**config.mk**
```make
export PLATFORM = sky130hd
export DESIGN_NAME = ps2_event_arbiter
export DESIGN_NICKNAME = d
export VERILOG_FILES = /design/src/rtl/ps2_event_arbiter.sv
export SDC_FILE = /design/constraint.sdc
export NUM_CORES = 1
export LEC_CHECK = 0
export BUFFER_PORTS_ARGS = -buffer_cell sky130_fd_sc_hd__buf_4
export CORE_MARGIN = 2
export CORE_UTILIZATION = 67
export CTS_BUF_LIST = sky130_fd_sc_hd__clkbuf_4 sky130_fd_sc_hd__clkbuf_8
export DETAILED_ROUTE_END_ITERATION = 8
export GPL_TIMING_DRIVEN = 0
export PLACE_DENSITY = 0.87
export SKIP_LAST_GASP = 1
export SLEW_MARGIN = 20
export SYNTH_ARGS = -nofsm -noshare
export SYNTH_HDL_FRONTEND = slang
export SYNTH_SLANG_ARGS = --single-unit
```
**constraint.sdc**
```tcl
create_clock -name clk_25 -period 3.7 [get_ports clk_25]
set_clock_uncertainty 0.15 [all_clocks]
set_input_delay 0.74 -clock clk_25 [delete_from_list [all_inputs] [get_ports clk_25]]
set_output_delay 0.74 -clock clk_25 [all_outputs]
set_load 0.02 [all_outputs]
```
**src/rtl/ps2_event_arbiter.sv**
```systemverilog
// Merges keyboard and mouse PS2 event toggles into one CPU-visible event register.
// A round-robin arbiter picks each event, and the CPU frees it by reading POP (addr 4).

// Small FIFO. A push into a full FIFO is accepted when a pop happens in the same cycle.
module ps2_evt_fifo #(
  parameter int W     = 8,
  parameter int DEPTH = 4
) (
  input  logic         clk_25,
  input  logic         rst,
  input  logic         push,
  input  logic [W-1:0] push_word,
  input  logic         pop,
  output logic [W-1:0] head,
  output logic         nonempty,
  output logic         full
);
  localparam int AW = $clog2(DEPTH);

  logic [W-1:0] mem [DEPTH];
  logic [AW:0]  wr_ptr;
  logic [AW:0]  rd_ptr;
  logic         do_push;
  logic         do_pop;

  assign nonempty = (wr_ptr != rd_ptr);
  assign full     = (wr_ptr[AW] != rd_ptr[AW]) && (wr_ptr[AW-1:0] == rd_ptr[AW-1:0]);
  assign do_pop   = pop && nonempty;
  assign do_push  = push && (!full || do_pop);
  assign head     = mem[rd_ptr[AW-1:0]];

  always_ff @(posedge clk_25) begin
    if (rst) begin
      wr_ptr <= '0;
      rd_ptr <= '0;
    end else begin
      if (do_push) wr_ptr <= wr_ptr + 1'b1;
      if (do_pop)  rd_ptr <= rd_ptr + 1'b1;
    end
  end

  always_ff @(posedge clk_25) begin
    if (do_push) mem[wr_ptr[AW-1:0]] <= push_word;
  end
endmodule

module ps2_event_arbiter #(
  parameter int KBD_DEPTH   = 4,
  parameter int MSE_DEPTH   = 4,
  parameter int SYNC_STAGES = 2
) (
  input  logic        clk_25,
  input  logic        rst,
  input  logic        kbd_tgl,
  input  logic [18:0] kbd_word,
  input  logic        mse_tgl,
  input  logic [22:0] mse_word,
  input  logic        cpu_rd,
  input  logic [2:0]  cpu_addr,
  output logic [7:0]  cpu_rdata,
  output logic        irq
);
  typedef enum logic [1:0] {IDLE, PRESENT, POPPING} state_t;

  state_t                 state_q, state_d;
  logic [SYNC_STAGES-1:0] kbd_sync, mse_sync;
  logic                   kbd_prev, mse_prev;
  logic                   kbd_edge, mse_edge;
  logic [18:0]            kbd_head;
  logic [22:0]            mse_head;
  logic                   kbd_ne, mse_ne, kbd_full, mse_full;
  logic                   kbd_pop, mse_pop;
  logic                   load, grant_mse, release_cur;
  logic                   cur_valid, cur_src, rr_last;
  logic [22:0]            cur_data;
  logic                   kbd_lost, mse_lost;
  logic [7:0]             stat;

  always_ff @(posedge clk_25) begin
    if (rst) begin
      kbd_sync <= '0;
      mse_sync <= '0;
      kbd_prev <= 1'b0;
      mse_prev <= 1'b0;
    end else begin
      kbd_sync <= {kbd_sync[SYNC_STAGES-2:0], kbd_tgl};
      mse_sync <= {mse_sync[SYNC_STAGES-2:0], mse_tgl};
      kbd_prev <= kbd_sync[SYNC_STAGES-1];
      mse_prev <= mse_sync[SYNC_STAGES-1];
    end
  end

  // The source holds the word stable until its next toggle, so it is sampled directly.
  assign kbd_edge = kbd_sync[SYNC_STAGES-1] ^ kbd_prev;
  assign mse_edge = mse_sync[SYNC_STAGES-1] ^ mse_prev;

  ps2_evt_fifo #(.W(19), .DEPTH(KBD_DEPTH)) u_kbd_fifo (
    .clk_25(clk_25), .rst(rst), .push(kbd_edge), .push_word(kbd_word),
    .pop(kbd_pop), .head(kbd_head), .nonempty(kbd_ne), .full(kbd_full)
  );

  ps2_evt_fifo #(.W(23), .DEPTH(MSE_DEPTH)) u_mse_fifo (
    .clk_25(clk_25), .rst(rst), .push(mse_edge), .push_word(mse_word),
    .pop(mse_pop), .head(mse_head), .nonempty(mse_ne), .full(mse_full)
  );

  always_comb begin
    state_d     = state_q;
    load        = 1'b0;
    grant_mse   = 1'b0;
    release_cur = 1'b0;
    kbd_pop     = 1'b0;
    mse_pop     = 1'b0;
    case (state_q)
      IDLE: begin
        if (!cpu_rd && (kbd_ne || mse_ne)) begin
          load      = 1'b1;
          grant_mse = mse_ne && !(kbd_ne && rr_last);
          kbd_pop   = !grant_mse;
          mse_pop   = grant_mse;
          state_d   = PRESENT;
        end
      end
      PRESENT: begin
        if (cpu_rd && cpu_addr == 3'd4) state_d = POPPING;
      end
      POPPING: begin
        if (!cpu_rd) begin
          release_cur = 1'b1;
          state_d     = IDLE;
        end
      end
      default: state_d = IDLE;
    endcase
  end

  always_ff @(posedge clk_25) begin
    if (rst) begin
      state_q   <= IDLE;
      cur_valid <= 1'b0;
      cur_src   <= 1'b0;
      cur_data  <= '0;
      rr_last   <= 1'b1;
      kbd_lost  <= 1'b0;
      mse_lost  <= 1'b0;
    end else begin
      state_q <= state_d;
      if (load) begin
        cur_valid <= 1'b1;
        cur_src   <= grant_mse;
        cur_data  <= grant_mse ? mse_head : {4'b0000, kbd_head};
        rr_last   <= grant_mse;
      end else if (release_cur) begin
        cur_valid <= 1'b0;
        cur_src   <= 1'b0;
      end
      // A drop in the same cycle as the POP release keeps the flag set.
      kbd_lost <= (kbd_edge && kbd_full && !kbd_pop) || (kbd_lost && !release_cur);
      mse_lost <= (mse_edge && mse_full && !mse_pop) || (mse_lost && !release_cur);
    end
  end

  assign irq  = cur_valid;
  assign stat = {cur_valid, cur_src, kbd_lost, mse_lost, kbd_ne, mse_ne, 2'b00};

  always_comb begin
    cpu_rdata = 8'h00;
    case (cpu_addr)
      3'd0, 3'd4: cpu_rdata = stat;
      3'd1: if (cur_valid) cpu_rdata = cur_data[7:0];
      3'd2: if (cur_valid) cpu_rdata = cur_src ? cur_data[16:9] : cur_data[15:8];
      3'd3: if (cur_valid) cpu_rdata = cur_src ? {cur_data[22:18], 1'b0, cur_data[17], cur_data[8]}
                                               : {5'b00000, cur_data[18:16]};
      default: cpu_rdata = 8'h00;
    endcase
  end
endmodule
```
==> implementation parameters <==
Parameter                              Value

Synth
  Cell area after technology mapping ... 8750 µm²
  Post-synth EDFFs ... 168
  Synth area leader ... edfxtp_1
  Average cell area after synthesis ... 16.9 µm²
  Register bit total from synthesis ... 220
  Largest cells by area after synthesis ... edfxtp_1 58%, dfxtp_1 12%, mux4_2 11%, nor2b_1 1.6%, a221o_1 1.6%
  Top cell type's share of synthesized area ... 0.576
  Post-synth top flop ... edfxtp_1
  Share of flip-flops with an asynchronous set or reset after synthesis ... 0
  Unique masters post-synth ... 53
  Post-Syn Instances ... 518
  Post-synth net total ... 578
  Warnings from Yosys ... 0
  Portion of the post-synthesis area used by sequential elements ... 0.695

Worst setup path
  Crit path buffers/inverters ... 3
  Cell at the slowest stage of the critical path ... nor2b_1
  Ordered cell list for the critical path ... buf_4 > clkbuf_1 > nor2b_1 > a222oi_1 > o21ai_0 > buf_4
  Category of cells accounting for the largest share of critical-path delay ... buffers and inverters
  Critical Path RT ... 2810 ps
  Setup crit end kind ... output port
  Critical Path AT ... 2460 ps
  Max Fanout on Critical Path ... 10
  Maximum cell stage delay along the critical path ... 510 ps
  Type of the worst setup path ... in -> out
  Most Frequent Cell on Critical Path ... buf_4
  Worst Setup Start Kind ... input pin

Timing
  Final setup violation count ... 0
  Worst path setup slack after routing ... 353 ps
  F_max ... 0.299 GHz
  Shortest period the worst path allows ... 3350 ps
  Worst slew margin relative to its limit ... 0.334
  Worst Max-Slew Pin Slew ... 998 ps
  Hold Violations, Final ... 0
  Summed negative setup slack over all endpoints ... 0 ps
  Unrepaired setup endpoints after global routing ... no
  Final period util ... 0.905
  Fin. max-slew vios ... 0

Cells and area
  Commonest cells after routing, fill and taps aside ... 168 x edfxtp_1, 60 x buf_4, 52 x dfxtp_1, 42 x mux4_2, 37 x clkbuf_8
  Post-route insts no fill ... 806
  Antenna diode count ... 0
  Final Net Count ... 672
  Filler cells ... 687
  Area growth from synthesis to layout ... 15.2%
  Most common cell after layout, fill and taps aside ... edfxtp_1
  Share of layout cells above drive strength 1 ... 0.284

Detailed routing
  Average wire length per cell after detail routing ... 22.2 µm
  DRC Markers ... 0
  Number of optimization iterations in the first detailed-route pass ... 5
  Final antenna-violating net count ... 0
  Via count ... 5045
  Sum of routed wire length over all layers ... 17900 µm
  Vias per inst ... 6.26
  Number of DRC markers in iteration 0 ... 508

Place
  Detailed placement HPWL ... 12100 µm
  Cell count after placement ... 748
  IO Port Bufs ... 58
  Placer congestion estimate ... 0.976
  DP Worst Slack ... 425 ps

Global route
  Aggregate global routing overflow ... 0
  Maximum number of pins on one net before global-route repair ... 24
  Global-route usage over all layers ... 0.267
  Vias in the first global route ... 5334
  Number of antenna violations at the first check in global routing ... 0
  Global-route wire length before repair ... 28400 µm

Die
  Placeable Area ... 12700 µm²
  Chip Height ... 118 µm
  Floorplan die area ... 14000 µm²
  Initial standard-cell utilization of the core ... 0.691
  Number of rows created at floorplan ... 41
  I/O Pins ... 59
  Die Width ... 118 µm

Clocking
  Worst-skew pair later-pin latency ... 520 ps
  Max Buffers Root-to-Sink ... 3
  TritonCTS Sinks ... 220
  Setup Fix Bufs, Post-CTS ... 0
  Htree depth ... 2
  Number of hold buffers added after CTS ... 0
  Cts bufs inserted ... 34
  Reg clk slew, reported paths ... 60 ps
  Count of instances resized after the clock tree is built ... 0
  Clock tree from TritonCTS ... built
  Cell chosen for the clock root ... clkbuf_8

Power
  Ratio of total power to cell area ... 570 nW/µm²
  Peak ir drop on the vdd network ... 0.000447 V
  Tot Pwr ... 5.75 mW
  Leak pwr ... 3.43 nW

Flow run
  Reported max-cap violation count ... 0

Hold path
  Path type of the worst min-delay path ... in -> reg

Status
  Outcome ... finished, final reports clean
[state kept, by name, indices dropped and copies added, names as in the netlist, 2 cells and up, named ones only]
| name | count |
|---|---|
| mse_sync | 2 |
| u_mse_fifo.rd_ptr | 3 |
| u_kbd_fifo.wr_ptr | 3 |
| state_q | 2 |
| cur_data | 23 |
| u_mse_fifo.wr_ptr | 3 |
| u_mse_fifo.mem | 92 |
| u_kbd_fifo.mem | 76 |
| kbd_sync | 2 |
| u_kbd_fifo.rd_ptr | 3 |
[Yosys cell counts (9+ instances only)]
cell type	number
edfxtp_1	168
and2_1	12
a32oi_1	11
ha_1	10
nor2_1	25
a21oi_1	9
inv_1	11
nor2b_1	23
mux4_2	42
a221o_1	14
nand2_1	21
clkbuf_1	13
dfxtp_1	52
[where the power goes]
part | total (mW) | leakage [nW] | switching (mW) | internal (mW)
combinational | 0.848 | 1.14 | 0.453 | 0.395
sequential | 2.89 | 1.94 | 0.0970 | 2.79
clock | 2.01 | 0.352 | 0.894 | 1.11
[stage by stage]
stage | util | area (µm²) | hold WS, ps
3_5_place_dp | 0.742 | 9410 | 278
6_report | 0.795 | 10100 | 270
2_1_floorplan | - | 8750 | 264
4_1_cts | 0.795 | 10100 | 256
3_3_place_gp | 0.742 | 9400 | 276
5_1_grt | 0.795 | 10100 | 253
[cells by family after synthesis]
family,Yosys count,synth area share
flops,220,0.695
simple gates,114,0.0696
compound gates,74,0.0669
mux,53,0.121
buf+inv,36,0.0199
xor+xnor,11,0.0127
fa+ha+maj,10,0.0143
[per-layer routing]
layer / track usage / up-vias / wire length [µm]
li1: - / 2253 / -
met2: 0.439 / 242 / 9050
met4: 0.0956 / 0 / 510
met5: 0 / - / 0
met3: 0.0579 / 35 / 1240
met1: 0.357 / 2515 / 7050
[area by class of cell]
type,count,area [µm²],area share
sequential,220,6090,0.604
multi-input combinational,262,2500,0.248
clock buffer,49,599,0.0595
timing repair buffer,58,435,0.0432
tap,172,215,0.0214
buffer,25,133,0.0132
clock inverter,9,73.8,0.00732
inverter,11,41.3,0.00410
[worst paths after layout]
kind / startpoint / endpoint / slack [ps] / cells past startpoint
worst max-delay path: cpu_addr[0] / cpu_rdata[5] / 350 / 6
worst min-delay path: kbd_word[0] / u_kbd_fifo.mem[2][0] / 270 / 1
worst max register to register: u_kbd_fifo.wr_ptr[0] / u_mse_fifo.mem[2][12] / 840 / 6
worst min register to register: mse_sync[0] / mse_sync[1] / 300 / 1
No activity file was read; power rests on OpenSTA's default activity.
